===== src/rtl/collatz_pkg.sv =====
// ----------------------------------------------------------------------
// collatz_pkg : shared types and constants for the collatz cores
// rev 1.0
// ----------------------------------------------------------------------
`default_nettype none

package collatz_pkg;

  localparam int DEFAULT_WIDTH = 16;

  typedef logic [1:0] state_t;

  localparam state_t IDLE   = 2'd0;
  localparam state_t DIV    = 2'd1;
  localparam state_t COMMIT = 2'd2;

  localparam logic DIR_DOUBLE = 1'b0;
  localparam logic DIR_ODD    = 1'b1;

endpackage

`default_nettype wire


===== src/rtl/div3_serial.sv =====
// ----------------------------------------------------------------------
// div3_serial : restoring divide-by-3, one quotient bit per cycle, MSB first
// rev 1.0
// ----------------------------------------------------------------------
`default_nettype none

module div3_serial
  import collatz_pkg::*;
#(
  parameter int WIDTH = DEFAULT_WIDTH
) (
  input  logic             clk,
  input  logic             rst_n,
  input  logic             start,
  input  logic [WIDTH-1:0] dividend,
  output logic [WIDTH-1:0] quotient,
  output logic [1:0]       rem,
  output logic             done
);

  localparam int CNT_W = $clog2(WIDTH + 1);

  logic [WIDTH-1:0] r_shift;
  logic [WIDTH-1:0] r_quot;
  logic [1:0]       r_rem;
  logic [CNT_W-1:0] r_cnt;

  logic [2:0] w_trial;
  logic       w_qbit;
  logic [1:0] w_rem_next;

  // Partial remainder is at most 2, so the trial value never exceeds 5.
  always_comb begin
    w_trial = {r_rem, r_shift[WIDTH-1]};
    w_qbit  = (w_trial >= 3'd3);
    case (w_trial)
      3'd3:    w_rem_next = 2'd0;
      3'd4:    w_rem_next = 2'd1;
      3'd5:    w_rem_next = 2'd2;
      default: w_rem_next = w_trial[1:0];
    endcase
  end

  always_ff @(posedge clk or negedge rst_n) begin
    if (!rst_n) begin
      r_shift <= '0;
      r_quot  <= '0;
      r_rem   <= 2'd0;
      r_cnt   <= '0;
    end else if (start) begin
      r_shift <= dividend;
      r_quot  <= '0;
      r_rem   <= 2'd0;
      r_cnt   <= CNT_W'(WIDTH);
    end else if (r_cnt != '0) begin
      r_shift <= {r_shift[WIDTH-2:0], 1'b0};
      r_quot  <= {r_quot[WIDTH-2:0], w_qbit};
      r_rem   <= w_rem_next;
      r_cnt   <= r_cnt - 1'b1;
    end
  end

  // done marks the cycle whose rising edge retires the last quotient bit.
  assign done     = (r_cnt == CNT_W'(1));
  assign quotient = r_quot;
  assign rem      = r_rem;

endmodule

`default_nettype wire


===== src/rtl/collatz_inverse.sv =====
// ----------------------------------------------------------------------
// collatz_inverse : reverse Collatz tree walker with nibble-serial output
// rev 1.0
// ----------------------------------------------------------------------
`default_nettype none

module collatz_inverse
  import collatz_pkg::*;
#(
  parameter int WIDTH   = DEFAULT_WIDTH,
  parameter int DEPTH_W = 8
) (
  input  logic               clk,
  input  logic               rst_n,
  input  logic               step_valid,
  input  logic               dir,
  output logic               ready,
  output logic               rej,
  output logic               ovf,
  output logic [DEPTH_W-1:0] depth,
  output logic               frame,
  output logic [3:0]         out
);

  localparam int NIBBLES = WIDTH / 4;
  localparam int IDX_W   = $clog2(NIBBLES);

  state_t             r_state;
  logic [WIDTH-1:0]   r_value;
  logic [DEPTH_W-1:0] r_depth;
  logic               r_ovf;
  logic               r_rej;
  logic [IDX_W-1:0]   r_idx;

  logic               w_accept;
  logic               w_div_start;
  logic               w_legal;
  logic [DEPTH_W-1:0] w_depth_inc;
  logic [WIDTH-1:0]   div_quot;
  logic [1:0]         div_rem;
  logic               div_done;

  assign w_accept    = step_valid && (r_state == IDLE);
  assign w_div_start = w_accept && (dir == DIR_ODD);
  assign w_legal     = (div_rem == 2'd0) && div_quot[0] && (div_quot > WIDTH'(1));
  assign w_depth_inc = (r_depth == '1) ? r_depth : r_depth + 1'b1;

  // value >= 1 always, so value-1 never wraps.
  div3_serial #(
    .WIDTH (WIDTH)
  ) u_div (
    .clk      (clk),
    .rst_n    (rst_n),
    .start    (w_div_start),
    .dividend (r_value - WIDTH'(1)),
    .quotient (div_quot),
    .rem      (div_rem),
    .done     (div_done)
  );

  always_ff @(posedge clk or negedge rst_n) begin
    if (!rst_n) begin
      r_state <= IDLE;
      r_value <= WIDTH'(1);
      r_depth <= '0;
      r_ovf   <= 1'b0;
      r_rej   <= 1'b0;
    end else begin
      r_rej <= 1'b0;
      case (r_state)
        IDLE: begin
          if (w_accept) begin
            if (dir == DIR_DOUBLE) begin
              if (r_value[WIDTH-1]) begin
                r_ovf <= 1'b1;
              end else begin
                r_value <= {r_value[WIDTH-2:0], 1'b0};
                r_depth <= w_depth_inc;
              end
            end else begin
              r_state <= DIV;
            end
          end
        end
        DIV: begin
          if (div_done) r_state <= COMMIT;
        end
        COMMIT: begin
          if (w_legal) begin
            r_value <= div_quot;
            r_depth <= w_depth_inc;
          end else begin
            r_rej <= 1'b1;
          end
          r_state <= IDLE;
        end
        default: r_state <= IDLE;
      endcase
    end
  end

  // Scan index free-runs regardless of FSM activity.
  always_ff @(posedge clk or negedge rst_n) begin
    if (!rst_n) begin
      r_idx <= '0;
    end else if (r_idx == IDX_W'(NIBBLES - 1)) begin
      r_idx <= '0;
    end else begin
      r_idx <= r_idx + 1'b1;
    end
  end

  assign ready = (r_state == IDLE);
  assign rej   = r_rej;
  assign ovf   = r_ovf;
  assign depth = r_depth;
  assign frame = (r_idx == '0);
  assign out   = r_value[{r_idx, 2'b00} +: 4];

endmodule

`default_nettype wire


===== config.mk =====
export PLATFORM = sky130hd
export DESIGN_NAME = collatz_inverse
export DESIGN_NICKNAME = d
export VERILOG_FILES = /design/src/rtl/collatz_pkg.sv /design/src/rtl/div3_serial.sv /design/src/rtl/collatz_inverse.sv
export SDC_FILE = /design/constraint.sdc
export NUM_CORES = 1
export LEC_CHECK = 0
export CAP_MARGIN = 20
export CORE_AREA = 5 5 87 89
export CTS_BUF_LIST = sky130_fd_sc_hd__clkbuf_4 sky130_fd_sc_hd__clkbuf_8
export DETAILED_ROUTE_END_ITERATION = 8
export DIE_AREA = 0 0 92 94
export PLACE_DENSITY = 0.77
export SKIP_LAST_GASP = 1
export SYNTH_ARGS = -nofsm -noshare
export SYNTH_HDL_FRONTEND = slang
export SYNTH_SLANG_ARGS = --single-unit

===== constraint.sdc =====
create_clock -name clk -period 4.76 [get_ports clk]
set_input_delay 0.476 -clock clk [delete_from_list [all_inputs] [get_ports clk]]
set_output_delay 0.476 -clock clk [all_outputs]
set_load 0.03 [all_outputs]

==> results.sh, run 1 <==
export IMPL_first_pass_iters=4
export IMPL_die_h_um=94
export IMPL_post_cts_resized=0
export IMPL_netlist_area_mm2=0.00363
export IMPL_cp_start_kind="register"
export IMPL_regToRegSetupSlack_ns=2.57
export IMPL_p_sw_frac=0.384
export IMPL_finalClockSkew_ns=0.0105
export IMPL_nets=392
export IMPL_ir_worst_vdd_uv=264
export IMPL_muxShareOfSynthArea=0.0930
export IMPL_worstSetupPathType="reg -> out"
export IMPL_combPwrFrac=0.337
export IMPL_rr_startpoint="r_value[2]$_DFFE_PN0P_"
export IMPL_row_count=30
export IMPL_fin_crit_sh=0.549
export IMPL_synth_area_leaders="dfrtp_1 (47%), mux2i_1 (5.8%), a21oi_1 (5.2%), nand2_1 (4.8%), a211oi_1 (3.3%)"
export IMPL_async_flop_share=1.00
export IMPL_setup_violations_final=0
export IMPL_post_drt_wl_per_cell_um=15.6
export IMPL_ys_ff_latch=69
export IMPL_grt_max_degree=70
export IMPL_synth_largest_area_cell="dfrtp_1"
export IMPL_cts_sinks=69
export IMPL_leakagePower_nw=1.66
export IMPL_end_kind="output port"
export IMPL_clock_tree_root_cell="clkbuf_8"
export IMPL_seq_area_mm2=0.00173
export IMPL_io_buffers=19
export IMPL_ys_warn_count=0
export IMPL_powerDensity_mw_per_mm2=603
export IMPL_h_tree_depth=3
export IMPL_relSlewSlack=0.328
export IMPL_max_cap_violations=0
export IMPL_grt_pass1_wl_um=12400
export IMPL_rsz0062_at_grt="false"
export IMPL_synth_adder_area_share=0.0241
export IMPL_drtIter0Drc=200
export IMPL_avgSynthCellArea_um2=9.95
export IMPL_r2r_end="u_div.r_shift[15]$_DFFE_PN0P_"
export IMPL_synth_compound_area_frac=0.125
export IMPL_power_switching_w=0.000940
export IMPL_synth_nets=376
export IMPL_place_ws_ns=2.25
export IMPL_power_share_clock=0.217
export IMPL_grt_use_total=0.182
export IMPL_wl_um=7290
export IMPL_synth_edf_count=0
export IMPL_synth_top_area_share=0.469
export IMPL_cts_buffer_depth=2
export IMPL_netlist_instances=365
export IMPL_max_slew_worst_pin_slew_ns=1.00
export IMPL_cts_buffers=9
export IMPL_max_freq_ghz=0.383
export IMPL_fin_hold_ws_ns=0.321
export IMPL_area_growth_pct=11.9
export IMPL_insertion_delay_ns=0.34
export IMPL_ys_seq_area_frac=0.476
export IMPL_post_route_min_period_ns=2.61
export IMPL_drv_slew=0
export IMPL_synth_top_family_by_area="simple AND/OR/NAND/NOR gates"
export IMPL_dp_final_hpwl_um=4900
export IMPL_gr_total_overflow=0
export IMPL_synth_xor_area_frac=0.0458
export IMPL_gp_congestion=0.792
export IMPL_drcViolationCount=0
export IMPL_synth_cell_types=48
export IMPL_worst_path_max_fanout=20
export IMPL_synthSimpleGateAreaFrac=0.182
export IMPL_core_mm2=0.00668
export IMPL_tritoncts="done"
export IMPL_fin_ws_ns=2.15
export IMPL_power_frac_seq=0.446
export IMPL_p_int_w=0.00151
export IMPL_routed_via_density=5.77
export IMPL_diodes=0
export IMPL_cp_required_ns=4.28
export IMPL_drtAntennaViolNets=0
export IMPL_multiInputGateArea_mm2=0.00171
export IMPL_hold_viol_final=0
export IMPL_synthFlopType="dfrtp_1"
export IMPL_die_area_mm2=0.00865
export IMPL_r2r_cells=5
export IMPL_start_util=0.543
export IMPL_clkTransAtPathRegs_ns=0.08
export IMPL_tns_ns=0
export IMPL_final_core_util=0.608
export IMPL_vias=2691
export IMPL_hold_buffers=0
export IMPL_hold_class="in -> async"
export IMPL_grt_pass1_vias=2536
export IMPL_layout_drive_gt1_share=0.0984
export IMPL_status="complete, no violations"
export IMPL_die_w_um=92
export IMPL_num_fill_cells=562
export IMPL_cp_arrival_ns=2.14
export IMPL_pin_count=20
export IMPL_cts_setup_buffers=0
export IMPL_antenna_found_initial=0
## critical path: stages (launching register included)
cell             delay, ns
dfrtp_1               0.75
mux4_2                0.37
clkdlybuf4s50_1       0.67
## logic make-up after synthesis
logic type      Yosys count
compound gates           74
xor+xnor                 19
fa+ha+maj                 7
buf+inv                  39
flops                    69
mux                      28
simple gates            129
## sequential cells by signal (all words and copies together), names as in the netlist
signal,count
u_div.r_cnt,5
u_div.quotient,16
ovf,1
r_value,16
u_div.r_shift,16
r_state,2
r_idx,2
u_div.rem,2
rej,1
depth,8
## cells in the mapped netlist (2+ instances only)
master	count
a211oi_1	16
a21boi_0	2
a21o_1	3
a21oi_1	38
a31oi_1	2
and2_1	10
and3_1	2
clkbuf_1	11
clkbuf_8	4
dfrtp_1	68
ha_1	7
inv_1	20
mux2_2	3
mux2i_1	21
mux4_2	3
nand2_1	46
nand3_1	5
nand4_1	4
nor2_1	21
nor3_1	20
nor3b_1	5
nor4_1	4
o21ai_0	5
o31ai_1	3
or3_1	2
xnor2_1	12
xor2_1	7
## worst max-delay path by stage
stage | startpoint | end | slack, ns
floorplan | r_value[1]$_DFFE_PN0P_ | u_div.r_shift[15]$_DFFE_PN0P_ | 2.75
global placement | step_valid | depth[5]$_DFFE_PN0P_ | 2.37
detailed placement | step_valid | depth[5]$_DFFE_PN0P_ | 2.25
CTS | r_value[15]$_DFFE_PN0P_ | out[3] | 2.13
global route | r_value[15]$_DFFE_PN0P_ | out[3] | 2.03
finish | r_value[15]$_DFFE_PN0P_ | out[3] | 2.15
## cell usage in the layout (no fill, tap or decap), drive strengths merged, types with 11 or more instances in the layout
cell type	instances
nor3	21
inv	20
and2	11
mux2i	21
a21oi	38
xnor2	12
nor2	21
dfrtp	68
nand2	46
a211oi	16
clkdlybuf4s50	18
## cell type report
cell class,instances,area share
Clock buffer,10,0.0339
Clock inverter,6,0.0212
Inverter,20,0.0185
Multi-Input combinational cell,257,0.422
Sequential cell,69,0.425
Tap cell,80,0.0246
Timing Repair Buffer,24,0.0548
## power by group through the flow
stage	Combinational [W]	Clock (W)	Sequential [W]
after floorplan	0.000632	0	0.00103
after global placement	0.000798	0	0.00109
after detailed placement	0.000825	0	0.00110
after CTS	0.000833	0.000548	0.00109
after global routing	0.000925	0.000574	0.00113
final	0.000824	0.000533	0.00109
## routing by layer
metal | track usage | wire length (um) | share of wire
met5 | 0 | 0 | 0
met4 | 0.0842 | 68 | 0.0093
met3 | 0.0321 | 307 | 0.042
met2 | 0.285 | 3600 | 0.49
met1 | 0.246 | 3310 | 0.45
## metrics by stage
stage	std cells	power, W	area [um2]
3_5_place_dp	450	0.00192	3840
3_3_place_gp	450	0.00189	3840
2_1_floorplan	365	0.00166	3630
5_1_grt	466	0.00263	4060
4_1_cts	466	0.00247	4060
6_report	466	0.00245	4060
(Power assumes the default switching activity.)
==> run 2, diff against run 1 <==
--- a/config.mk
+++ b/config.mk
@@ -10,7 +10,7 @@
 export CTS_BUF_LIST = sky130_fd_sc_hd__clkbuf_4 sky130_fd_sc_hd__clkbuf_8
 export DETAILED_ROUTE_END_ITERATION = 8
 export DIE_AREA = 0 0 92 94
-export PLACE_DENSITY = 0.77
+export PLACE_DENSITY = 0.8
 export SKIP_LAST_GASP = 1
 export SYNTH_ARGS = -nofsm -noshare
 export SYNTH_HDL_FRONTEND = slang
==> constraint.sdc (replaced) <==
create_clock -name clk -period 2.4 [get_ports clk]
set_input_delay 0.24 -clock clk [delete_from_list [all_inputs] [get_ports clk]]
set_output_delay 0.24 -clock clk [all_outputs]
set_load 0.03 [all_outputs]
==> results.sh, run 2 (same netlist as run 1, synthesis figures left out) <==
export IMPL_combPwrFrac=0.366
export IMPL_die_h_um=94
export IMPL_post_cts_resized=0
export IMPL_tns_ns=0
export IMPL_drtIter0Drc=162
export IMPL_cp_arrival_ns=2.07
export IMPL_drcViolationCount=0
export IMPL_clock_tree_root_cell="clkbuf_8"
export IMPL_hold_class="in -> async"
export IMPL_cts_sinks=69
export IMPL_first_pass_iters=4
export IMPL_powerDensity_mw_per_mm2=1140
export IMPL_cts_buffers=9
export IMPL_max_cap_violations=0
export IMPL_drtAntennaViolNets=0
export IMPL_clkTransAtPathRegs_ns=0.07
export IMPL_ir_worst_vdd_uv=383
export IMPL_p_int_w=0.00277
export IMPL_io_buffers=19
export IMPL_leakagePower_nw=1.65
export IMPL_num_fill_cells=563
export IMPL_r2r_cells=5
export IMPL_pin_count=20
export IMPL_setup_violations_final=0
export IMPL_max_slew_worst_pin_slew_ns=0.615
export IMPL_layout_commonest_cell="dfrtp_1"
export IMPL_post_route_min_period_ns=2.31
export IMPL_worst_path_max_fanout=7
export IMPL_grt_max_degree=70
export IMPL_area_growth_pct=11.8
export IMPL_relSlewSlack=0.589
export IMPL_dp_final_hpwl_um=5160
export IMPL_cp_start_kind="register"
export IMPL_layout_drive_gt1_share=0.103
export IMPL_placed_cell_area_mm2=0.00389
export IMPL_routed_via_density=5.81
export IMPL_drv_slew=0
export IMPL_cp_required_ns=2.16
export IMPL_antenna_found_initial=0
export IMPL_power_switching_w=0.00187
export IMPL_vias=2727
export IMPL_tritoncts="done"
export IMPL_wl_um=7530
export IMPL_start_util=0.543
export IMPL_finalClockSkew_ns=0.00795
export IMPL_diodes=0
export IMPL_end_kind="output port"
export IMPL_post_drt_wl_per_cell_um=16.0
export IMPL_hold_viol_final=0
export IMPL_grt_use_total=0.190
export IMPL_insertion_delay_ns=0.34
export IMPL_core_mm2=0.00668
export IMPL_gr_total_overflow=0
export IMPL_worstSetupPathType="reg -> out"
export IMPL_row_count=30
export IMPL_fin_crit_sh=0.963
export IMPL_status="complete, no violations"
export IMPL_cts_buffer_depth=2
export IMPL_grt_pass1_wl_um=12900
export IMPL_max_freq_ghz=0.433
export IMPL_grt_pass1_vias=2672
export IMPL_h_tree_depth=3
export IMPL_nets=397
export IMPL_die_area_mm2=0.00865
export IMPL_p_sw_frac=0.403
export IMPL_power_share_clock=0.169
export IMPL_stdcell_area_mm2=0.00406
export IMPL_gp_congestion=0.875
export IMPL_final_cell_mix="dfrtp_1 (68), nand2_1 (46), a21oi_1 (38)"
export IMPL_power_frac_seq=0.465
export IMPL_rsz0062_at_grt="false"
export IMPL_die_w_um=92
run 2: power by group through the flow:
| stage | clock, W | sequential, W | combinational, W |
|---|---|---|---|
| final | 0.000783 | 0.00216 | 0.00170 |
| after global routing | 0.000860 | 0.00222 | 0.00188 |
| after CTS | 0.000808 | 0.00215 | 0.00171 |
| after detailed placement | 0 | 0.00216 | 0.00169 |
| after global placement | 0 | 0.00213 | 0.00164 |
| after floorplan | 0 | 0.00204 | 0.00125 |
run 2: worst paths after layout:
kind,to,start,slack (ns)
min reg2reg,ovf$_DFFE_PN0P_,ovf$_DFFE_PN0P_,0.47
max,out[2],r_idx[0]$_DFF_PN0_,0.09
min in group clk,ovf$_DFFE_PN0P_,ovf$_DFFE_PN0P_,0.47
min,r_value[10]$_DFFE_PN0P_,rst_n,0.43
max reg2reg,u_div.r_shift[15]$_DFFE_PN0P_,r_value[2]$_DFFE_PN0P_,0.28
max in group asynchronous,r_value[0]$_DFFE_PN1P_,rst_n,1.63
run 2: critical path: stages, from the launching register on:
cell,delay (ns)
dfrtp_1,0.54
mux4_2,0.58
clkdlybuf4s50_1,0.61
run 2: what timing repair did:
| action | in CTS | in global routing |
|---|---|---|
| setup buffers | 0 | 0 |
| hold buffers | 1 | 0 |
| hold endpoints to repair | 68 | 0 |
run 2: layout make-up:
| cell class | instances | area [um2] | share of cell area |
|---|---|---|---|
| multi-input combinational | 257 | 1710 | 0.422 |
| sequential | 69 | 1730 | 0.426 |
| clock buffer | 9 | 124 | 0.0305 |
| inverter | 20 | 75.1 | 0.0185 |
| tap | 80 | 100 | 0.0247 |
| timing repair buffer | 29 | 288 | 0.0709 |
| clock inverter | 5 | 30.0 | 0.00740 |
run 2: per-layer routing:
layer	wire length (um)	global-route usage	part of all wire
met4	110	0.0631	0.015
met5	0	0	0
met2	3790	0.313	0.50
met1	3420	0.249	0.45
met3	212	0.0409	0.028
run 2: through the flow:
stage / setup slack, ns / instances / utilization / hold WS [ns] / total power (W)
5_1_grt: 0.0170 / 469 / 0.607 / 0.486 / 0.00496
4_1_cts: 0.0587 / 469 / 0.607 / 0.453 / 0.00467
2_1_floorplan: 0.385 / 365 / - / -0.0556 / 0.00330
6_report: 0.0887 / 469 / 0.607 / 0.433 / 0.00464
3_5_place_dp: 0.276 / 454 / 0.583 / 0.294 / 0.00385
3_3_place_gp: 0.335 / 454 / 0.583 / 0.294 / 0.00377
==> run 3, diff against run 2 <==
--- a/config.mk
+++ b/config.mk
@@ -6,11 +6,11 @@
 export NUM_CORES = 1
 export LEC_CHECK = 0
 export CAP_MARGIN = 20
-export CORE_AREA = 5 5 87 89
-export CTS_BUF_LIST = sky130_fd_sc_hd__clkbuf_4 sky130_fd_sc_hd__clkbuf_8
+export CORE_AREA = 5 5 89 91
+export CTS_BUF_LIST = sky130_fd_sc_hd__clkbuf_16
 export DETAILED_ROUTE_END_ITERATION = 8
-export DIE_AREA = 0 0 92 94
-export PLACE_DENSITY = 0.8
+export DIE_AREA = 0 0 94 96
+export PLACE_DENSITY = 0.77
 export SKIP_LAST_GASP = 1
 export SYNTH_ARGS = -nofsm -noshare
 export SYNTH_HDL_FRONTEND = slang
==> results.sh, run 3 (same netlist as run 1, synthesis figures left out) <==
export IMPL_post_drt_wl_per_cell_um=15.8
export IMPL_hold_viol_final=0
export IMPL_post_route_min_period_ns=2.28
export IMPL_nets=397
export IMPL_worstSetupPathType="reg -> out"
export IMPL_hold_class="in -> async"
export IMPL_rsz0062_at_grt="false"
export IMPL_fin_hold_ws_ns=0.0888
export IMPL_dp_final_hpwl_um=5160
export IMPL_routed_via_density=5.60
export IMPL_r2r_cells=5
export IMPL_cp_required_ns=2.16
export IMPL_worst_path_max_fanout=7
export IMPL_max_cap_violations=0
export IMPL_antenna_found_initial=0
export IMPL_fin_crit_sh=0.952
export IMPL_tns_ns=0
export IMPL_drtIter0Drc=186
export IMPL_first_pass_iters=4
export IMPL_final_core_util=0.600
export IMPL_grt_pass1_vias=2630
export IMPL_tritoncts="done"
export IMPL_grt_max_degree=70
export IMPL_cts_sinks=69
export IMPL_final_cell_mix="dfrtp_1 (68), nand2_1 (46), a21oi_1 (38)"
export IMPL_h_tree_depth=3
export IMPL_relSlewSlack=0.424
export IMPL_setup_violations_final=0
export IMPL_cts_buffer_depth=2
export IMPL_rr_startpoint="r_value[2]$_DFFE_PN0P_"
export IMPL_cts_buffers=9
export IMPL_start_util=0.514
export IMPL_die_h_um=96
export IMPL_grt_use_total=0.188
export IMPL_drv_slew=0
export IMPL_max_freq_ghz=0.438
export IMPL_regToRegSetupSlack_ns=0.25
export IMPL_layout_commonest_cell="dfrtp_1"
export IMPL_insertion_delay_ns=0.33
export IMPL_grt_pass1_wl_um=13100
export IMPL_io_buffers=19
export IMPL_drtAntennaViolNets=0
export IMPL_diodes=0
export IMPL_drcViolationCount=0
export IMPL_hold_buffers=0
export IMPL_vias=2744
export IMPL_wl_um=7740
export IMPL_powerDensity_mw_per_mm2=1250
export IMPL_die_area_mm2=0.00902
export IMPL_clkTransAtPathRegs_ns=0.06
export IMPL_pin_count=20
export IMPL_area_growth_pct=16.7
export IMPL_gp_congestion=0.810
export IMPL_gr_total_overflow=0
export IMPL_leakagePower_nw=1.73
export IMPL_die_w_um=94
export IMPL_end_kind="output port"
export IMPL_layout_drive_gt1_share=0.110
export IMPL_r2r_end="u_div.r_shift[15]$_DFFE_PN0P_"
export IMPL_clock_tree_root_cell="clkbuf_16"
export IMPL_max_slew_worst_pin_slew_ns=0.864
export IMPL_cp_start_kind="register"
export IMPL_ir_worst_vdd_uv=445
export IMPL_cp_arrival_ns=2.04
export IMPL_finalClockSkew_ns=0.00777
export IMPL_status="complete, no violations"
export IMPL_core_mm2=0.00706
export IMPL_row_count=31
## run 3: cell count changes in the layout (fill, tap and decap cells not counted), moves of 2 or more
cell	change
clkinv_2	-2
clkinv_4	+2
clkbuf_16	+9
clkbuf_8	-9
buf_4	+2
bufinv_16	+2
## run 3: critical path, cell delays in order, from the launching register on
cell and delay [ns]:
dfrtp_1 0.53, mux4_2 0.57, clkdlybuf4s50_1 0.61
## run 3: worst max path at each step
stage                               endpoint                    from  slack, ns  depth (start not counted)
6_report                              out[2]      r_idx[0]$_DFF_PN0_       0.12                          2
5_1_grt                               out[3]      r_idx[0]$_DFF_PN0_       0.06                          2
4_1_cts                               out[2]      r_idx[0]$_DFF_PN0_        0.1                          2
3_5_place_dp            depth[5]$_DFFE_PN0P_              step_valid       0.23                          6
3_3_place_gp   u_div.r_shift[15]$_DFFE_PN0P_  r_value[2]$_DFFE_PN0P_       0.32                          5
2_1_floorplan  u_div.r_shift[15]$_DFFE_PN0P_  r_value[1]$_DFFE_PN0P_       0.39                          5
## run 3: where the power goes
group          internal [W]  switching [W]
clock              0.000914       0.000511
combinational      0.000790       0.000912
sequential          0.00162       0.000547
## run 3: metal layers
metal	track usage	wire length (um)	part of all wire
met5	0	0	0
met2	0.306	3780	0.49
met1	0.252	3510	0.45
met4	0.0794	100	0.013
met3	0.0258	350	0.045
## run 3: through the flow
step / total power [W] / area [um2] / worst slack (ns) / instances
global placement: 0.00378 / 3910 / 0.319 / 474
finish: 0.00530 / 4240 / 0.116 / 490
detailed placement: 0.00386 / 3910 / 0.229 / 474
global route: 0.00563 / 4240 / 0.0596 / 490
CTS: 0.00532 / 4240 / 0.0957 / 490
floorplan: 0.00330 / 3630 / 0.385 / 365
## run 3: cell type report
| class | instances | area, um2 |
|---|---|---|
| sequential | 69 | 1730 |
| timing repair buffer | 29 | 273 |
| tap | 99 | 124 |
| clock buffer | 9 | 225 |
| inverter | 20 | 75.1 |
| fill | 605 | 2820 |
| clock inverter | 7 | 98.8 |
| multi-input combinational | 257 | 1720 |
## run 3: what timing repair did
action                                 in CTS  in global routing
buffers inserted                            0                  0
endpoints found under the hold margin       0                  0
setup endpoints to repair                   0                  1
gates resized for setup                     0                  1
